===== src/rtl/multicycle_sequencer.sv =====
// Multicycle control sequencer for the LEGv8 datapath: fetch, decode, execute, memory and
// write-back phases with ready handshakes, a wait timeout and a retired-instruction counter.
module multicycle_sequencer #(
    parameter int unsigned CNT_W   = 32,
    parameter int unsigned TIMEOUT = 16
) (
    input  logic             clk,
    input  logic             reset,
    input  logic             run,
    input  logic [10:0]      opcode,
    input  logic             zero,
    input  logic             imem_ready,
    input  logic             dmem_ready,
    output logic             imem_req,
    output logic             ir_write,
    output logic             pc_write,
    output logic             pc_src,
    output logic             reg_to_loc,
    output logic             alu_src,
    output logic [1:0]       alu_op,
    output logic             dmem_read,
    output logic             dmem_write,
    output logic             mem_to_reg,
    output logic             reg_write,
    output logic [2:0]       state,
    output logic             illegal,
    output logic             bus_error,
    output logic [CNT_W-1:0] retired
);

    typedef enum logic [2:0] {
        StIdle   = 3'd0,
        StFetch  = 3'd1,
        StDecode = 3'd2,
        StExec   = 3'd3,
        StMem    = 3'd4,
        StWb     = 3'd5,
        StHalt   = 3'd6
    } state_e;

    typedef enum logic [2:0] {
        ClsIllegal,
        ClsRtype,
        ClsLdur,
        ClsStur,
        ClsCbz,
        ClsB
    } cls_e;

    localparam int unsigned WaitW = (TIMEOUT > 1) ? $clog2(TIMEOUT) : 1;
    localparam logic [WaitW-1:0] LastWait = WaitW'((TIMEOUT > 0) ? TIMEOUT - 1 : 0);
    localparam bit TimeoutEn = (TIMEOUT > 0);

    state_e           state_q, state_d;
    cls_e             cls_q, dec_cls;
    logic [WaitW-1:0] wait_q, wait_d;
    logic [CNT_W-1:0] retired_q;
    logic             illegal_q, bus_error_q;
    logic             retire, set_illegal, set_bus_error;
    logic             waiting, timeout_hit;

    always_comb begin
        dec_cls = ClsIllegal;
        if (opcode == 11'b11111000010) begin
            dec_cls = ClsLdur;
        end else if (opcode == 11'b11111000000) begin
            dec_cls = ClsStur;
        end else if (opcode inside {11'b10001011000, 11'b11001011000,
                                    11'b10001010000, 11'b10101010000}) begin
            dec_cls = ClsRtype;
        end else if (opcode[10:3] == 8'b10110100) begin
            dec_cls = ClsCbz;
        end else if (opcode[10:5] == 6'b000101) begin
            dec_cls = ClsB;
        end
    end

    assign waiting     = ((state_q == StFetch) && !imem_ready) ||
                         ((state_q == StMem) && !dmem_ready);
    // The cycle that would be the TIMEOUT-th wait gives up; a ready in that cycle still wins.
    assign timeout_hit = TimeoutEn && waiting && (wait_q == LastWait);

    always_comb begin
        state_d       = state_q;
        imem_req      = 1'b0;
        ir_write      = 1'b0;
        pc_write      = 1'b0;
        pc_src        = 1'b0;
        reg_to_loc    = 1'b0;
        alu_src       = 1'b0;
        alu_op        = 2'b00;
        dmem_read     = 1'b0;
        dmem_write    = 1'b0;
        mem_to_reg    = 1'b0;
        reg_write     = 1'b0;
        retire        = 1'b0;
        set_illegal   = 1'b0;
        set_bus_error = 1'b0;
        case (state_q)
            StIdle: begin
                if (run) state_d = StFetch;
            end
            StFetch: begin
                imem_req = 1'b1;
                if (imem_ready) begin
                    ir_write = 1'b1;
                    state_d  = StDecode;
                end else if (timeout_hit) begin
                    state_d       = StHalt;
                    set_bus_error = 1'b1;
                end
            end
            StDecode: begin
                case (dec_cls)
                    ClsIllegal: begin
                        state_d     = StHalt;
                        set_illegal = 1'b1;
                    end
                    ClsB: begin
                        pc_write = 1'b1;
                        pc_src   = 1'b1;
                        retire   = 1'b1;
                    end
                    default: state_d = StExec;
                endcase
            end
            StExec: begin
                case (cls_q)
                    ClsRtype: begin
                        alu_op  = 2'b10;
                        state_d = StWb;
                    end
                    ClsLdur: begin
                        alu_src = 1'b1;
                        state_d = StMem;
                    end
                    ClsStur: begin
                        reg_to_loc = 1'b1;
                        alu_src    = 1'b1;
                        state_d    = StMem;
                    end
                    ClsCbz: begin
                        reg_to_loc = 1'b1;
                        alu_op     = 2'b01;
                        pc_write   = 1'b1;
                        pc_src     = zero;
                        retire     = 1'b1;
                    end
                    default: state_d = StHalt;
                endcase
            end
            StMem: begin
                // Address and store-data selects stay put for the whole access.
                alu_src    = 1'b1;
                reg_to_loc = (cls_q == ClsStur);
                dmem_read  = (cls_q == ClsLdur);
                dmem_write = (cls_q == ClsStur);
                if (dmem_ready) begin
                    if (cls_q == ClsLdur) begin
                        state_d = StWb;
                    end else begin
                        pc_write = 1'b1;
                        retire   = 1'b1;
                    end
                end else if (timeout_hit) begin
                    state_d       = StHalt;
                    set_bus_error = 1'b1;
                end
            end
            StWb: begin
                reg_write = 1'b1;
                pc_write  = 1'b1;
                retire    = 1'b1;
                if (cls_q == ClsLdur) begin
                    mem_to_reg = 1'b1;
                    alu_src    = 1'b1;
                end else begin
                    alu_op = 2'b10;
                end
            end
            StHalt: begin
                state_d = StHalt;
            end
            default: state_d = StIdle;
        endcase
        if (retire) state_d = run ? StFetch : StIdle;
    end

    always_comb begin
        wait_d = wait_q;
        if (state_d != state_q) begin
            wait_d = '0;
        end else if (waiting && TimeoutEn) begin
            wait_d = wait_q + WaitW'(1);
        end
    end

    always_ff @(posedge clk) begin
        if (reset) begin
            state_q     <= StIdle;
            cls_q       <= ClsIllegal;
            wait_q      <= '0;
            retired_q   <= '0;
            illegal_q   <= 1'b0;
            bus_error_q <= 1'b0;
        end else begin
            state_q <= state_d;
            wait_q  <= wait_d;
            if (state_q == StDecode) cls_q <= dec_cls;
            if (retire) retired_q <= retired_q + CNT_W'(1);
            if (set_illegal) illegal_q <= 1'b1;
            if (set_bus_error) bus_error_q <= 1'b1;
        end
    end

    assign state     = state_q;
    assign illegal   = illegal_q;
    assign bus_error = bus_error_q;
    assign retired   = retired_q;

endmodule


===== config.mk =====
export PLATFORM = sky130hd
export DESIGN_NAME = multicycle_sequencer
export DESIGN_NICKNAME = d
export VERILOG_FILES = /design/src/rtl/multicycle_sequencer.sv
export SDC_FILE = /design/constraint.sdc
export NUM_CORES = 1
export LEC_CHECK = 0
export ABC_AREA = 1
export BUFFER_PORTS_ARGS = -buffer_cell sky130_fd_sc_hd__buf_4
export CORE_MARGIN = 2
export CORE_UTILIZATION = 40
export CTS_CLUSTER_SIZE = 40
export DETAILED_ROUTE_END_ITERATION = 10
export GPL_ROUTABILITY_DRIVEN = 0
export SYNTH_ARGS = -nofsm -noshare
export SYNTH_HDL_FRONTEND = slang
export SYNTH_SLANG_ARGS = --single-unit
export TNS_END_PERCENT = 50

===== constraint.sdc =====
create_clock -name clk -period 3.9 [get_ports clk]
set_clock_uncertainty 0.2 [all_clocks]
set_input_delay 0.39 -clock clk [delete_from_list [all_inputs] [get_ports clk]]
set_output_delay 0.39 -clock clk [all_outputs]
set_load 0.02 [all_outputs]

======== After elaboration in Yosys (flattened, before gate mapping) ========
Cells that the tools add are included.
word-level totals
  word-level logic and storage cells ...... 84
  register bits ........................... 44
cells by class
  add/sub/neg operators ................... 2
  reductions and logical operators ........ 12
  equal/unequal tests ..................... 21
  muxes and demuxes ....................... 43
operators with widths
  kind                   count
  $eq 11x11->1 const B   6
  $mux 3                 11
  $add 32x1->32 const B  1
  $mux 1                 21
  $pmux 3 s7             1
  $eq 3x3->1 const B     5
  $eq 3x2->1 const B     4
  $pmux 3 s3             1
  $eq 8x8->1 const B     1
  $pmux 2 s2             2
  $eq 3x1->1 const B     2
  $eq 6x3->1 const B     1
  $logic_not 3->1        2
  $pmux 1 s2             3
  $pmux 3 s2             1
  $reduce_or 2->1        3
  $add 4x1->4 const B    1
  $eq 4x4->1 const B     1
  $pmux 1 s4             1
  $reduce_bool 4->1      1
  $logic_and 1x1->1      3
  $ne 3x3->1             1
  $pmux 1 s3             1
  $logic_not 1->1        2
  other kinds (2)        2

======== Depth between registers and ports, before layout ========
  depth in word-level cells ............... 12
  gate-level depth with buffers ........... 14

======== Worst setup path after synthesis ========
OpenSTA, ideal clock, no wires.
  path type ............................... register to output
  start ................................... reg state_q[2], in the netlist state[2]
  end ..................................... out alu_src
  cell stages (with the launch flop) ...... 7
  path buffers ............................ 1
  data required time ...................... 3.310 ns
  path slack .............................. 1.272 ns
  arrival ................................. 2.038 ns
  cells stage by stage .................... dfxtp_1 buf_6 inv_4 nor3_1 inv_2 nor2_1 o32a_1
between the ends
  longest elaborated chain between the ends .. 2
ends and longest elaborated chain
  element                                   RTL line  RTL
  start, declared                           54        state_e state_q, state_d;
  start signal, assigned                    200       state_q <= StIdle;
  start signal, assigned                    207       state_q <= state_d;
  $eq 3x3->1 or $eq 3x2->1 (tied branches)  99        case (state_q)
  $pmux 1 s3 *                              99
  end, declared                             19        output logic alu_src,
Mark *: on every way between the ends. The rest lies on a longest branch, timed or not.

======== Final worst setup path ========
  start ................................... reg state_q[2], in the netlist state[2]
  end ..................................... out pc_write
between the ends
  longest elaborated chain between the ends .. 2
ends and longest elaborated chain
  element                                   RTL line  RTL
  $eq 3x3->1 or $eq 3x2->1 (tied branches)  99
  $pmux 1 s4 *                              99
  end, declared                             16        output logic pc_write,
Marked as above.

==> out/qor.csv <==
stage,metric,value,unit
final_layout,Nets,511,
detailed_routing,DR pass1 iterations,4,
power,worst vdd ir,0.000190,V
yosys,"Seq/Total Area, Yosys",31.7,%
sta,relative slew slack,53.6,%
floorplanning,Core Region,6760,sq um
worst_setup_path,Critical Path RT,3.31,ns
floorplanning,die width,87.4,microns
yosys,most common cell in the netlist,nand2_1,
yosys,"Net Count, Synth",447,
yosys,post-synth top area share,31.7,%
floorplanning,row count,30,
final_layout,end-of-flow core utilization,50.6,%
yosys,Synth Instances,426,
yosys,Synth area leaders,"dfxtp_1 32%, nand2_1 13%, nor2_1 7.0%",
yosys,Post-Synth Simple-Gate Area,40.1,%
global_routing,met1 usage,25.9,%
power,Net Switching,270,uW
yosys,Post-Synth Adder-Cell Area,1.80,%
yosys,Mean Syn Cell Area,6.53,sq um
min_path,hold_sp,opcode[0],
sta,RSZ-0062 raised after global routing,false,
floorplanning,Die Height,87.4,microns
worst_setup_path,CP Launch Type,flip-flop,
yosys,xor-xnor portion of the synthesized cell area,4.72,%
detailed_routing,DR vias,2941,
detailed_routing,drc violations,0,
worst_setup_path,crit path max fanout,29,
yosys,Yosys reg bits,44,
global_routing,first-pass GRT wire length,12900,microns
global_routing,Total GRT Usage,20.7,%
worst_setup_path,CP top delay family,buffers and inverters,
final_layout,share of layout cells above drive strength 1,18.5,%
sta,Period minus WS final,3.19,ns
power,Flop pwr share,48.5,%
sta,f_max,0.314,GHz
sta,"Hold Violations, Final",0,
worst_setup_path,FF-to-FF Start,state[2],
global_routing,vias in the first global route,2782,
run,Max Cap Viol,0,
clocking,root buffer cell,clkbuf_8,
detailed_routing,Routed WL per cell,13.0,microns
worst_setup_path,CP Class,flip-flop to output pin,
worst_setup_path,Critical Path Source,state[2],
yosys,Post-synth EDFFs,0,
sta,Least-Margin Pin Slew,0.695,ns
clocking,H-tree Lvls,2,
detailed_routing,ANT nets after route,0,
power,LEAKAGE,1.45,nW
yosys,Yosys warnings,0,
power,PwrDens,284,nW/um^2
clocking,CTS clock-pin slew for the worst setup and hold paths,0.09,ns
sta,"Worst Setup Slack, final",0.710,ns
worst_setup_path,crit end category,output pin,
worst_setup_path,arrival time at the worst endpoint,2.60,ns
power,Pint,703,uW
clocking,CTS Buffer Depth,2,
yosys,Yosys cell types,37,
clocking,clk sinks,44,
sta,setup TNS,0,ns
yosys,leading area contributor after synthesis,dfxtp_1,
worst_setup_path,cells along the critical path,"inv_4, nor2_1, nand3_1, nand4_1, nand2_1, buf_4, inv_1, buf_4",
yosys,share of synthesized registers carrying an async set or reset,0,%
yosys,Synth Flop Type,dfxtp_1,
worst_setup_path,Worst Path Buf+Inv,4,
global_routing,total gr overflow,0,
final_layout,ant diodes,0,
worst_setup_path,max incr delay on CP,0.59,ns
power,clock power share,36.7,%
global_routing,met2 usage,36.5,%
yosys,"Cell Area, Synth",2780,sq um
min_path,Hold Crit Class,input pin to flip-flop,
detailed_routing,1st-iter DRT viols,122,
status,status,completed,
power,part of the power in combinational logic,14.8,%
final_layout,Area Growth Syn to Fin,23.0,%
clocking,Post-CTS Resized,0,
global_routing,initial antenna violation count,0,
detailed_routing,Total Wirelength,7450,microns
floorplanning,Starting Density,41.2,%
clocking,number of CTS-inserted buffers,5,
clocking,TritonCTS clock tree,done,
place,pre-CTS worst setup slack,0.898,ns
detailed_routing,Vias/cell,5.15,
clocking,# hold bufs at CTS,0,
sta,Tcrit/Tclk final,81.8,%
final_layout,post-route design area,3420,sq um
worst_setup_path,slowest stage cell on the critical path,dfxtp_1,
floorplanning,IO Pins,66,
place,Post-DP Area,3310,sq um
yosys,"top cells by count, synth","100 x nand2_1, 52 x nor2_1, 49 x inv_1",
global_routing,largest net degree at the start of global routing,30,
sta,hold slack,0.237,ns
power,switch share,27.7,%
worst_setup_path,CP most frequent cell,buf_4,
yosys,mux contribution to synthesized area,0.360,%
place,DP HPWL,5750,microns
global_routing,met3 usage,3.60,%
sta,setup violators final,0,
floorplanning,die footprint,7640,sq um
yosys,largest family of logic cells by synthesized area,simple AND/OR/NAND/NOR gates,
sta,final max-slew violation count,0,
clocking,Clock Latency Late Sink,0.30,ns
global_routing,"Most Used Layer, Global Route",met2,
yosys,complex-gate fraction of the synthesized area,11.9,%
place,I/O Buffers,65,
clocking,postcts setup bufs,0,
==> layout by cell type (no fill, tap or decap), types with 2 or more instances in the layout <==
master	count
nand3b_1	2
o21ai_0	12
xnor2_1	4
ha_1	4
nor3_2	2
nand2_1	100
inv_1	49
inv_2	3
nor3b_1	2
o211ai_1	2
dfxtp_1	44
a21boi_0	2
and3_1	2
nor2_1	52
nand3_1	23
a31oi_1	4
nand2_2	4
nor2_2	4
o21bai_1	3
buf_4	66
nor3_1	24
o21a_1	3
clkbuf_8	5
xor2_1	11
nor4_1	5
nand4_1	18
a21oi_1	29
==> path summary, 6_finish.rpt <==
check	depth (start not counted)	slack, ns	to
setup / recovery	8	0.71	pc_write
hold / removal	4	0.24	cls_q[1]
hold reg to reg	2	0.26	bus_error
setup reg to reg	12	0.89	retired[23]
==> worst register-to-register path, stage by stage (launching register included) <==
cell and delay [ns]:
dfxtp_1 0.59, inv_4 0.06, nor2_1 0.30, nand3_1 0.14, nand4_1 0.11, nand2_1 0.05, buf_4 0.23, inv_1 0.55
nand4_1 0.24, nor2_1 0.23, nand3_1 0.09, nand2_1 0.08, nor2_1 0.05
==> routing by layer <==
metal | up-vias | wire length (microns) | part of all wire (%)
met5 | - | 0 | 0
met4 | 0 | 84 | 1.1
met3 | 10 | 279 | 3.7
met2 | 62 | 3640 | 49
met1 | 1335 | 3450 | 46
li1 | 1534 | - | -
==> state kept, by name, indices dropped and copies added (netlist names) <==
register / cells
retired: 32
wait_q: 4
cls_q: 3
state: 3
bus_error: 1
illegal: 1
==> power by group through the flow <==
stage                     Sequential (mW)  Clock, mW  Combinational, mW
after floorplan                     0.484          0             0.0947
after global placement              0.482          0              0.145
after detailed placement            0.482          0              0.144
after CTS                           0.472      0.364              0.145
after global routing                0.474      0.381              0.162
final                               0.472      0.357              0.144
==> through the flow <==
| step | total power, mW | std cells |
|---|---|---|
| floorplan | 0.578 | 426 |
| global placement | 0.627 | 563 |
| detailed placement | 0.627 | 563 |
| CTS | 0.981 | 571 |
| global route | 1.02 | 571 |
| finish | 0.973 | 571 |
==> cells by family (layout without fill, tap and decap cells) <==
kind of cell / count (synthesis) / count (layout)
AND/OR/NAND/NOR: 242 / 242
adder cells (fa/ha/maj): 4 / 4
flip-flops: 44 / 44
AO/OA/AOI/OAI: 58 / 58
XOR/XNOR: 15 / 15
buffers and inverters: 62 / 127
multiplexers: 1 / 1
==> layout make-up <==
| type | count | area, sq um |
|---|---|---|
| fillers | 690 | 3330 |
| multi-input cells | 320 | 1640 |
| flip-flops and latches | 44 | 881 |
| repair buffers | 66 | 495 |
| inverters | 53 | 201 |
| well taps | 80 | 100 |
| clock buffers | 6 | 72.6 |
| clock inverters | 2 | 35.0 |
(Power assumes the default switching activity.)
